## config.mk

```make
export PLATFORM = sky130hd
export DESIGN_NAME = crc_frame_engine
export DESIGN_NICKNAME = d
export VERILOG_FILES = /design/src/rtl/crc_frame_engine.sv
export SDC_FILE = /design/constraint.sdc
export NUM_CORES = 1
export LEC_CHECK = 0
export ABC_CLOCK_PERIOD_IN_PS = 2600
export BUFFER_PORTS_ARGS = -buffer_cell sky130_fd_sc_hd__clkbuf_2
export CELL_PAD_IN_SITES_DETAIL_PLACEMENT = 1
export CELL_PAD_IN_SITES_GLOBAL_PLACEMENT = 2
export CORE_MARGIN = 4
export CORE_UTILIZATION = 32
export CTS_CLUSTER_DIAMETER = 120
export DETAILED_ROUTE_END_ITERATION = 16
export PLACE_DENSITY = 0.82
export SETUP_SLACK_MARGIN = 0.1
export SLEW_MARGIN = 10
export SYNTH_ARGS = -nofsm -noshare
export SYNTH_HDL_FRONTEND = slang
export SYNTH_SLANG_ARGS = --single-unit
```

## constraint.sdc

```tcl
create_clock -name clk_in -period 2.6 [get_ports clk_in]
set_clock_uncertainty 0.2 [all_clocks]
set_input_delay 0.39 -clock clk_in [delete_from_list [all_inputs] [get_ports clk_in]]
set_output_delay 0.39 -clock clk_in [all_outputs]
set_load 0.01 [all_outputs]
```

## src/rtl/crc_frame_engine.sv

```systemverilog
// Parametrised CRC generator/checker consuming DATA_W bits per accepted beat,
// with first/last framing, registered final CRC, done strobe and residue match.
module crc_frame_engine #(
  parameter int unsigned CRC_W       = 32,
  parameter logic [31:0] POLY        = 32'h04C11DB7,
  parameter logic [31:0] INIT        = 32'hFFFFFFFF,
  parameter logic [31:0] XOR_OUT     = 32'h00000000,
  parameter int unsigned DATA_W      = 8,
  parameter bit          REFLECT_IN  = 1'b0,
  parameter bit          REFLECT_OUT = 1'b0,
  parameter logic [31:0] RESIDUE     = 32'h00000000
) (
  input  logic              clk_in,
  input  logic              rst_in,
  input  logic              data_valid_in,
  input  logic [DATA_W-1:0] data_in,
  input  logic              first_in,
  input  logic              last_in,
  output logic [CRC_W-1:0]  crc_state_out,
  output logic [CRC_W-1:0]  crc_out,
  output logic              done_out,
  output logic              match_out,
  output logic              busy_out
);

  // state  | meaning
  // S_IDLE | between frames; beats without first_in accumulate (headerless mode)
  // S_RUN  | first beat accepted, waiting for the last beat

  localparam logic [CRC_W-1:0] P_POLY    = POLY[CRC_W-1:0];
  localparam logic [CRC_W-1:0] P_INIT    = INIT[CRC_W-1:0];
  localparam logic [CRC_W-1:0] P_XOR     = XOR_OUT[CRC_W-1:0];
  localparam logic [CRC_W-1:0] P_RESIDUE = RESIDUE[CRC_W-1:0];

  typedef enum logic {S_IDLE = 1'b0, S_RUN = 1'b1} state_t;

  state_t             r_state;
  state_t             w_state_nxt;
  logic [CRC_W-1:0]   r_crc;
  logic [CRC_W-1:0]   r_crc_out;
  logic               r_done;
  logic               r_match;
  logic [CRC_W-1:0]   w_start;
  logic [CRC_W-1:0]   w_crc_nxt;
  logic [CRC_W-1:0]   w_final;
  logic               w_end;

  // DATA_W serial LFSR steps flattened into one combinational cone
  function automatic logic [CRC_W-1:0] f_step(input logic [CRC_W-1:0] r,
                                              input logic [DATA_W-1:0] d);
    logic [CRC_W-1:0] v;
    logic             fb;
    v = r;
    for (int i = 0; i < int'(DATA_W); i++) begin
      fb = (REFLECT_IN ? d[i] : d[int'(DATA_W) - 1 - i]) ^ v[CRC_W-1];
      v  = {v[CRC_W-2:0], 1'b0} ^ (fb ? P_POLY : '0);
    end
    return v;
  endfunction

  function automatic logic [CRC_W-1:0] f_rev(input logic [CRC_W-1:0] r);
    logic [CRC_W-1:0] o;
    for (int i = 0; i < int'(CRC_W); i++) begin
      o[i] = r[int'(CRC_W) - 1 - i];
    end
    return o;
  endfunction

  assign w_start   = first_in ? P_INIT : r_crc;
  assign w_crc_nxt = f_step(w_start, data_in);
  assign w_final   = (REFLECT_OUT ? f_rev(w_crc_nxt) : w_crc_nxt) ^ P_XOR;
  assign w_end     = data_valid_in & last_in;

  always_ff @(posedge clk_in) begin
    if (rst_in) begin
      r_state <= S_IDLE;
    end else begin
      r_state <= w_state_nxt;
    end
  end

  always_comb begin
    w_state_nxt = r_state;
    if (data_valid_in) begin
      if (last_in) begin
        w_state_nxt = S_IDLE;
      end else if (first_in) begin
        w_state_nxt = S_RUN;
      end
    end
  end

  always_comb begin
    busy_out = (r_state == S_RUN);
  end

  // Register reloads INIT on completion so a first beat may follow with no bubble
  always_ff @(posedge clk_in) begin
    if (rst_in) begin
      r_crc     <= P_INIT;
      r_crc_out <= '0;
      r_done    <= 1'b0;
      r_match   <= 1'b0;
    end else begin
      r_done <= w_end;
      if (w_end) begin
        r_crc     <= P_INIT;
        r_crc_out <= w_final;
        r_match   <= (w_crc_nxt == P_RESIDUE);
      end else if (data_valid_in) begin
        r_crc <= w_crc_nxt;
      end
    end
  end

  assign crc_state_out = r_crc;
  assign crc_out       = r_crc_out;
  assign done_out      = r_done;
  assign match_out     = r_match;

endmodule

```

==> results of run 1 <==
-- sequential cells by signal, summed over array words and instances (netlist names) --
name           count
busy_out           1
crc_state_out     32
match_out          1
done_out           1
crc_out           32
-- report_power, final --
part	leakage (uW)	switching, uW	internal, uW
clock	0.000145	470	763
combinational	0.00155	1020	979
sequential	0.000549	130	1170
total	0.00224	1620	2910
-- worst max-delay path, stage by stage (launching register included) --
cell and delay, ns:
dfxtp_1 0.31, buf_4 0.16, xor2_2 0.14, and3_1 0.20, or2_1 0.22, buf_4 0.20
xnor2_4 0.27, xor2_4 0.26, xnor2_2 0.17, a21o_1 0.15, nand2_1 0.05
-- layer usage --
| metal | part of all wire [%] | vias to the layer above |
|---|---|---|
| met5 | 0 | - |
| met4 | 1.3 | 0 |
| met3 | 3.9 | 11 |
| met2 | 49 | 73 |
| met1 | 46 | 1604 |
| li1 | - | 1684 |
-- through the flow --
| stage | TNS (ns) | utilization, % | worst slack, ns | std cells |
|---|---|---|---|---|
| final | 0 | 46.7 | 0.137 | 714 |
| after global routing | 0 | 46.7 | 0.0201 | 714 |
| after CTS | 0 | 45.0 | 0.0523 | 712 |
| after detailed placement | -0.528 | 42.1 | -0.174 | 696 |
| after global placement | -0.395 | 42.1 | -0.276 | 696 |
| after floorplan | 0 | - | 0.158 | 435 |
-- cell usage after synthesis (all sizes together) (2+ instances only) --
cell type and number:
a21oi 6, clkbuf 15, or2 4, xnor2 78, inv 3, a22o 6, xor2 19, mux2i 7
xnor3 3, a22oi 2, and3 4, nand2 88, or3 4, buf 16, dfxtp 67, nand4 3
nand3 3, o21ai 53, nor2 37, nor3 2
-- cell usage in the layout, fill, tap and decap left out, types with 4 or more instances in the layout --
cell type	count
clkbuf_16	9
xor2_1	13
xnor2_2	11
a22o_1	6
nor2_1	34
xnor2_1	65
or3_1	4
o21ai_0	26
a21oi_1	5
and3_1	4
nand2_1	88
dfxtp_1	63
o21ai_1	27
or2_1	4
clkbuf_2	79
xor2_2	4
buf_4	73
mux2i_1	7
-- cells by family (layout without fill, tap and decap cells) --
| logic type | after synthesis | in the layout |
|---|---|---|
| XOR/XNOR | 101 | 101 |
| multiplexers | 8 | 8 |
| AO/OA/AOI/OAI | 76 | 76 |
| flip-flops | 67 | 67 |
| AND/OR/NAND/NOR | 148 | 148 |
| buffers and inverters | 34 | 173 |
| adder cells (fa/ha/maj) | 1 | 1 |
-- final timing paths --
check                                  startpoint                end  slack, ns  cells past startpoint
worst max-delay path            crc_state_out[30]  crc_state_out[11]       0.14                     10
worst min-delay path                       rst_in        crc_out[13]        0.1                      2
worst max register to register  crc_state_out[30]  crc_state_out[11]       0.14                     10
worst min register to register         crc_out[6]         crc_out[6]       0.25                      2
-- area by class of cell --
type                    count  area share (%)
well taps                 140            3.41
clock inverters             5            1.02
multi-input cells         334            45.3
inverters                   3           0.219
repair buffers            154            19.0
flip-flops and latches     67            26.3
clock buffers              11            4.73
-- timing repair --
item / CTS / global route
pin swaps: 0 / 7
endpoints found under the setup margin: 7 / 12
endpoints found under the hold margin: 0 / 0
cloned: 0 / 0
buffers inserted: 0 / 2
resized for setup: 6 / 25
==> out/results.tsv, run 1 <==
metric	value	unit
yosysWarnings	0	
syn_area	3620	um^2
slew_viol_final	0	
synth_cells	435	
max-cap-violations	0	
gr-total-overflow	0	
leakage	0.00224	uW
antenna_cells	0	
syn-num-nets	449	
start_kind	flip-flop	
end_kind	flip-flop	
grt.busiest_layer	met2	
dp_hpwl	9520	um
drt_iter0_drc	110	
antenna_found_initial	0	
post_dp_cell_area	4620	um^2
synth_compound_area_share	12.1	%
die_w	114	um
fillCellCount	1324	
ys.flop_type	dfxtp_1	
start_util	33.0	%
hold-worst-slack	0.0992	ns
gr-usage-met2	32.6	%
finalNetCount	583	
yosys.area_share.simple	17.1	%
final_design_area_no_fill	5130	um^2
period_minus_slack	2.46	ns
synthXorXnorAreaFrac	27.3	%
ys_ff_latch	67	
seq_area_frac_synth	37.0	%
synth.avg_cell_area	8.33	um^2
powerDensity	883	nW/um^2
synth_area_leaders	dfxtp_1 37%, xnor2_1 18%, nand2_1 9.1%, xor2_1 4.1%, nor2_1 3.7%	
cts_hold_buffers	0	
cts.sinks	67	
io-pin-count	80	
crit_type	reg -> reg	
drc	0	
synthAdderAreaFrac	0.345	%
syn2layout_area_growth	41.6	%
drt_pass1_iterations	4	
path_max_fanout	6	
clk_pin_slew	0.06	ns
rsz0062_at_grt	true	
setup_viol	0	
timing.final.crit_share	94.7	%
rows	38	
via_per_inst	4.72	
yosysTopAreaCellShare	37.0	%
core	11000	um^2
grt.total_usage	19.7	%
clock_latency	0.34	ns
use_met1	25.5	%
synth_mux_area_share	2.24	%
async_flop_share	0	%
seqCellArea	1350	um^2
multi_input_area	2330	um^2
use_met3	4.60	%
finalPower	4530	uW
grt_max_degree	63	
clockRootBuffer	clkbuf_16	
clock.fmax	406	MHz
min_path_type	in -> reg	
required	2.62	ns
max-vdd-ir-drop	0.381	mV
drive_gt1_share	34.8	%
cts.path.max_buffers	2	
yosysTopAreaCell	dfxtp_1	
tightest_slew	0.653	ns
hold_viol_final	0	
grt_first_pass_wirelength	19500	um
grt_pass1_vias	3561	
cts_tree	built	
cp.arrival	2.49	ns
synth_edf_count	0	
synth.distinct_cells	43	
ctsHtreeMaxLevel	3	
status	finished clean	
synth_top_family_by_area	XOR/XNOR gates	
place_congestion	0.800	
port_buffers	79	
dieArea	13100	um^2
maxSlewHeadroom	56.5	%
wire_per_inst	17.3	um
drt_wl_total	12300	um
ant_nets	0	
dieHeight	114	um
via_count	3372	
cts_buffers	9	
Note: power is estimated with default switching activity, not from simulation.
==> run 2, diff against run 1 <==
--- a/config.mk
+++ b/config.mk
@@ -13,6 +13,7 @@
 export CORE_UTILIZATION = 32
 export CTS_CLUSTER_DIAMETER = 120
 export DETAILED_ROUTE_END_ITERATION = 16
+export HOLD_SLACK_MARGIN = 0.12
 export PLACE_DENSITY = 0.82
 export SETUP_SLACK_MARGIN = 0.1
 export SLEW_MARGIN = 10
==> run 2 against run 1 <==
Compared with the run above:
- setup slack better by 0.013 ns
- clock power about the same
- highest routed layer unchanged
- fmax up 0.52%
==> out/results.tsv, run 2 (synthesis results as in run 1) <==
metric	value	unit	change
tightest_slew	0.646	ns	-0.00672 ns
finalNetCount	584		+0.17%
finalSetupTns	0	ns	unchanged
rsz0062_at_grt	true		
place_congestion	0.800		unchanged
timing.final.crit_share	94.2	%	-0.49 points
pwr-share-comb	44.4	%	+0.3 points
path_max_fanout	6		unchanged
p_sw_share	35.7	%	-0.045 points
dp_slack	-0.174	ns	unchanged
cts.path.max_buffers	2		unchanged
utilization	46.9	%	+0.23 points
drive_gt1_share	35.1	%	+0.29 points
maxSlewHeadroom	56.9	%	+0.45 points
cts_tree	built		
rows	38		unchanged
drc	0		unchanged
antenna_found_initial	0		unchanged
finalPower	4550	uW	+0.33%
leakage	0.00225	uW	+0.69%
ctsHtreeMaxLevel	3		unchanged
min_path_type	in -> reg		
cts.sinks	67		unchanged
antenna_cells	0		unchanged
via_per_inst	4.70		-0.41%
ant_nets	0		unchanged
p_sw	1620	uW	+0.20%
final_common_cell	nand2_1		
port_buffers	79		unchanged
drt_wl_total	12300	um	about the same
max-vdd-ir-drop	0.378	mV	-0.58%
grt_max_degree	63		unchanged
start_util	33.0	%	unchanged
grt_pass1_vias	3564		+0.084%
layout_common_cells	88 x nand2_1, 79 x clkbuf_2, 73 x buf_4		
clock.fmax	408	MHz	+0.52%
clock_latency	0.34	ns	about the same
power_frac_clock	27.0	%	-0.2 points
gr-total-overflow	0		unchanged
seq_power_share	28.6	%	about the same
required	2.62	ns	about the same
dieArea	13100	um^2	unchanged
cp.arrival	2.47	ns	-0.02 ns
wire_per_inst	17.3	um	about the same
fillCellCount	1326		+0.15%
slew_viol_final	0		unchanged
setup_viol	0		unchanged
period_minus_slack	2.45	ns	-0.0127 ns
end_kind	flip-flop		
powerDensity	882	nW/um^2	-0.16%
via_count	3363		-0.27%
layout_setup_ws	0.150	ns	+0.0127 ns
io-pin-count	80		unchanged
max-cap-violations	0		unchanged
dp_cells	696		unchanged
drt_iter0_drc	99		-10%
core	11000	um^2	unchanged
clockRootBuffer	clkbuf_16		
seqCellArea	1350	um^2	unchanged
crit_type	reg -> reg		
dieHeight	114	um	unchanged
status	finished clean		
start_kind	flip-flop		
grt.total_usage	19.7	%	+0.022 points
fin_cells	715		+0.14%
internal_power	2920	uW	+0.40%
cts_buffers	9		unchanged
die_w	114	um	unchanged
multi_input_area	2340	um^2	+0.65%
drt_pass1_iterations	4		unchanged
grt_first_pass_wirelength	19500	um	about the same
clk_pin_slew	0.06	ns	about the same
syn2layout_area_growth	42.3	%	
dp_hpwl	9520	um	unchanged
hold_viol_final	0		unchanged
run 2: cell count changes in the layout (fill, tap and decap cells not counted), sizes merged:
cell	change
dlygate4sd3	+1
run 2: routing by layer:
| metal | global-route usage, % | wire [um] |
|---|---|---|
| met1 | 25.4 | 5600 |
| met2 | 32.8 | 6090 |
| met3 | 4.60 | 480 |
| met5 | 0 | 0 |
| met4 | 6.02 | 157 |
run 2: what timing repair did:
| action | CTS | global route |
|---|---|---|
| setup buffers | 0 | 2 |
| hold buffers | 1 | 0 |
| endpoints found under the hold margin | 1 | 0 |
| gates resized for setup | 6 | 27 |
| endpoints found under the setup margin | 7 | 13 |
| pin swaps | 0 | 8 |
run 2: path summary, 6_finish.rpt:
check                                       start           endpoint  cells past startpoint  slack, ns
worst max-delay path            crc_state_out[30]  crc_state_out[11]                     10       0.15
worst min register to register         crc_out[6]         crc_out[6]                      2       0.25
worst max register to register  crc_state_out[30]  crc_state_out[11]                     10       0.15
worst min-delay path                      last_in        crc_out[13]                      2       0.17
run 2: cell type report:
type / instances / share of cell area, %
clock inverter: 5 / 1.02
inverter: 3 / 0.218
sequential: 67 / 26.2
timing repair buffer: 155 / 19.1
multi-input combinational: 334 / 45.4
tap: 140 / 3.40
clock buffer: 11 / 4.71
run 2: per-stage QoR:
stage	hold slack, ns	cell area [um^2]
finish	0.166	5160
global route	0.152	5160
CTS	0.160	4950
detailed placement	0.244	4620
global placement	0.233	4620
floorplan	0.262	3620
run 2: worst max-delay path: stages, from the launching register on:
cell     delay [ns]
dfxtp_1        0.31
buf_4          0.16
xor2_2         0.14
and3_1         0.20
or2_1          0.22
buf_4          0.20
xnor2_4        0.27
xor2_4         0.26
xnor2_2        0.17
a21o_1         0.14
nand2_1        0.05
run 2: power by group through the flow:
stage                     registers, uW  clock network, uW  logic, uW
final                              1300               1230       2020
after global routing               1320               1310       2220
after CTS                          1300               1260       1900
after detailed placement           1320                  0       1870
after global placement             1310                  0       1850
after floorplan                    1340                  0       1010
==> run 3, diff against run 2 <==
--- a/config.mk
+++ b/config.mk
@@ -5,16 +5,17 @@
 export SDC_FILE = /design/constraint.sdc
 export NUM_CORES = 1
 export LEC_CHECK = 0
+export ABC_AREA = 1
 export ABC_CLOCK_PERIOD_IN_PS = 2600
 export BUFFER_PORTS_ARGS = -buffer_cell sky130_fd_sc_hd__clkbuf_2
 export CELL_PAD_IN_SITES_DETAIL_PLACEMENT = 1
 export CELL_PAD_IN_SITES_GLOBAL_PLACEMENT = 2
 export CORE_MARGIN = 4
-export CORE_UTILIZATION = 32
+export CORE_UTILIZATION = 28
 export CTS_CLUSTER_DIAMETER = 120
 export DETAILED_ROUTE_END_ITERATION = 16
 export HOLD_SLACK_MARGIN = 0.12
-export PLACE_DENSITY = 0.82
+export PLACE_DENSITY = 0.81
 export SETUP_SLACK_MARGIN = 0.1
 export SLEW_MARGIN = 10
 export SYNTH_ARGS = -nofsm -noshare
==> run 3 against run 2 <==
Compared with the run above:
- critical path depth rose by 7
- area after synthesis rose by 7.6%
- hold slack got worse by 0.026 ns
- largest cell class unchanged
- highest routed layer unchanged
- total power fell by 26%
- critical endpoint is now match_out
- non-clock buffer count fell by 41
- register-to-register slack improved by 0.20 ns
==> out/results.tsv, run 3 <==
metric	value	unit	change
status	finished clean		
ctsHtreeMaxLevel	3		unchanged
path_buf_inv	3		+1
min_path_type	in -> reg		
max-cap-violations	0		unchanged
place_congestion	0.872		+9.0%
syn_area	3900	um^2	+7.6%
synthXorXnorAreaFrac	1.57	%	-26 points
path_delay_family	simple AND/OR/NAND/NOR gates		
drt_pass1_iterations	4		unchanged
path_max_fanout	13		+7
max-vdd-ir-drop	0.382	mV	+1.1%
yosysTopAreaCell	dfxtp_1		
powerDensity	672	nW/um^2	-24%
port_buffers	79		unchanged
cts_tree	built		
antenna_found_initial	0		unchanged
rsz0062_at_grt	false		
grt.total_usage	20.7	%	+1.0 points
hold_viol_final	0		unchanged
grt_first_pass_wirelength	25700	um	+31%
rr_worst_depth	14		+4
synth_area_leaders	dfxtp_1 34%, nand2_1 25%, o21ai_0 7.6%, nor2_1 5.3%, inv_1 5.0%		
ant_nets	0		unchanged
fin_cells	926		+30%
cts_setup_buffers	0		unchanged
seqCellArea	1340	um^2	-0.46%
synth.avg_cell_area	6.08	um^2	-27%
r2r_setup_slack	0.35	ns	+0.20 ns
synth_cells	642		+48%
end_kind	flip-flop		
drt_iter0_drc	197		+99%
multi_input_area	2240	um^2	-4.2%
rows	42		+11%
synth.distinct_cells	27		-37%
synthAdderAreaFrac	0.321	%	-0.024 points
final_common_cell	nand2_1		
yosysTopAreaCellShare	34.4	%	-2.6 points
finalSetupTns	0	ns	unchanged
synth_most_common_cell	nand2_1		
cpMostUsedCell	nand2_1		
utilization	37.3	%	-9.6 points
timing.final.crit_share	88.1	%	-6.1 points
slowest_stage	clkbuf_4		
clock.fmax	437	MHz	+7.0%
maxSlewHeadroom	46.0	%	-11 points
tightest_slew	0.809	ns	+0.163 ns
grt_max_degree	62		-1.6%
dieArea	15900	um^2	+21%
fillCellCount	1831		+38%
yosysWarnings	0		unchanged
leakage	0.00257	uW	+14%
yosys-top-cells-count	262 x nand2_1, 67 x dfxtp_1, 59 x o21ai_0		
layout_common_cells	262 x nand2_1, 78 x clkbuf_2, 66 x dfxtp_1		
min_to	crc_state_out[2]		
required	2.69	ns	+0.07 ns
cts.sinks	67		unchanged
via_per_inst	4.79		+1.7%
slew_viol_final	0		unchanged
drc	0		unchanged
cp.arrival	2.38	ns	-0.09 ns
gr-total-overflow	0		unchanged
r2r-start	crc_state_out[24]		
holdPathStages	3		+1
dp_hpwl	12900	um	+36%
finalNetCount	759		+30%
io-pin-count	80		unchanged
clockRootBuffer	clkbuf_16		
crit_chain	clkbuf_4, buf_12, nor2_1, nand2_2, nand2_4, inv_2, nand2_1, nand2_1, nand2_1, nand2_1, nand2_1, nand2_1, nor2_1, nand2_1, nor2_1, nand3_1, nand2_1		
drive_gt1_share	21.7	%	-13 points
cts.path.max_buffers	2		unchanged
synth_top_family_by_area	simple AND/OR/NAND/NOR gates		
core	13500	um^2	+22%
synth_mux_area_share	0	%	-2.2 points
hp-start	data_valid_in		
ys_ff_latch	67		unchanged
die_w	126	um	+10%
cpPeakStageDelay	0.19	ns	-0.12 ns
yosys.area_share.simple	41.3	%	+24 points
drt_wl_total	16500	um	+33%
ys.flop_type	dfxtp_1		
dieHeight	126	um	+10%
cts_buffers	9		unchanged
r2r-end	match_out		
clock_latency	0.35	ns	about the same
syn-num-nets	656		+46%
via_count	4431		+32%
seq_area_frac_synth	34.4	%	-2.6 points
grt_pass1_vias	4591		+29%
start_util	29.0	%	-4.0 points
crit_type	in -> reg		
syn2layout_area_growth	28.7	%	
period_minus_slack	2.29	ns	-0.160 ns
wire_per_inst	17.8	um	+3.1%
start_kind	input port		
synth_compound_area_share	13.7	%	+1.6 points
setup_viol	0		unchanged
antenna_cells	0		unchanged
dp_cells	908		+30%
synth_edf_count	0		unchanged
async_flop_share	0	%	unchanged
clk_pin_slew	0.06	ns	about the same
==> run 3: changes by cell type after synthesis, sizes merged, moves of 4 or more <==
cell | before | now
nand2 | 88 | 278
xor2 | 19 | 3
xnor2 | 78 | 4
nand3b | 1 | 7
or2 | 4 | 0
or3 | 4 | 0
mux2i | 7 | 0
a21oi | 6 | 33
nor2 | 37 | 64
inv | 3 | 56
nand3 | 3 | 34
o21ai | 53 | 63
and3 | 4 | 0
buf | 16 | 8
==> run 3: metrics by stage <==
step	power [uW]	hold WS, ns	worst slack [ns]	cell area, um^2
floorplan	1730	0.268	0.603	3900
global placement	2130	0.242	-0.0649	4670
global route	3570	0.148	0.130	5020
CTS	3400	0.129	0.166	4970
detailed placement	2150	0.250	-0.0960	4670
finish	3370	0.139	0.310	5020
==> run 3: timing repair <==
action | 4_1_cts | 5_1_grt
setup endpoints to repair | 0 | 1
gates resized for setup | 0 | 9
hold buffers | 1 | 0
hold endpoints to repair | 1 | 0
==> run 3: per-layer routing <==
| metal | routed length (um) | global-route usage (%) |
|---|---|---|
| met3 | 729 | 3.90 |
| met2 | 7370 | 33.9 |
| met4 | 458 | 7.44 |
| met1 | 7910 | 27.4 |
| met5 | 0 | 0 |
==> run 3: how the worst max path moves through the flow <==
stage	cells after the start	to	startpoint
after global placement	16	match_out	first_in
after global routing	14	match_out	crc_state_out[28]
after CTS	15	match_out	crc_state_out[29]
after floorplan	16	match_out	first_in
after detailed placement	16	match_out	first_in
final	17	match_out	first_in
==> run 3: power breakdown <==
group | switching (uW) | total, uW | internal [uW]
Combinational | 630 | 956 | 325
Clock | 475 | 1240 | 767
Sequential | 68.5 | 1180 | 1110
==> run 3: cell families after synthesis <==
group	after synthesis
flip-flops	67
AND/OR/NAND/NOR	386
adder cells (fa/ha/maj)	1
buffers and inverters	79
XOR/XNOR	7
AO/OA/AOI/OAI	102
==> run 3: worst register-to-register path: cells and delay by family (launching register included) <==
family	cells	cell delay (ns)
buf+inv	2	0.24
simple gates	11	1.06
flops	1	0.35
xor+xnor	1	0.37
==> run 3: cell type report <==
| type | count | share of cell area (%) |
|---|---|---|
| Multi-Input combinational cell | 496 | 44.7 |
| Sequential cell | 67 | 26.7 |
| Timing Repair Buffer | 114 | 14.1 |
| Clock buffer | 12 | 4.91 |
| Tap cell | 176 | 4.39 |
| Inverter | 57 | 4.26 |
| Clock inverter | 4 | 0.997 |
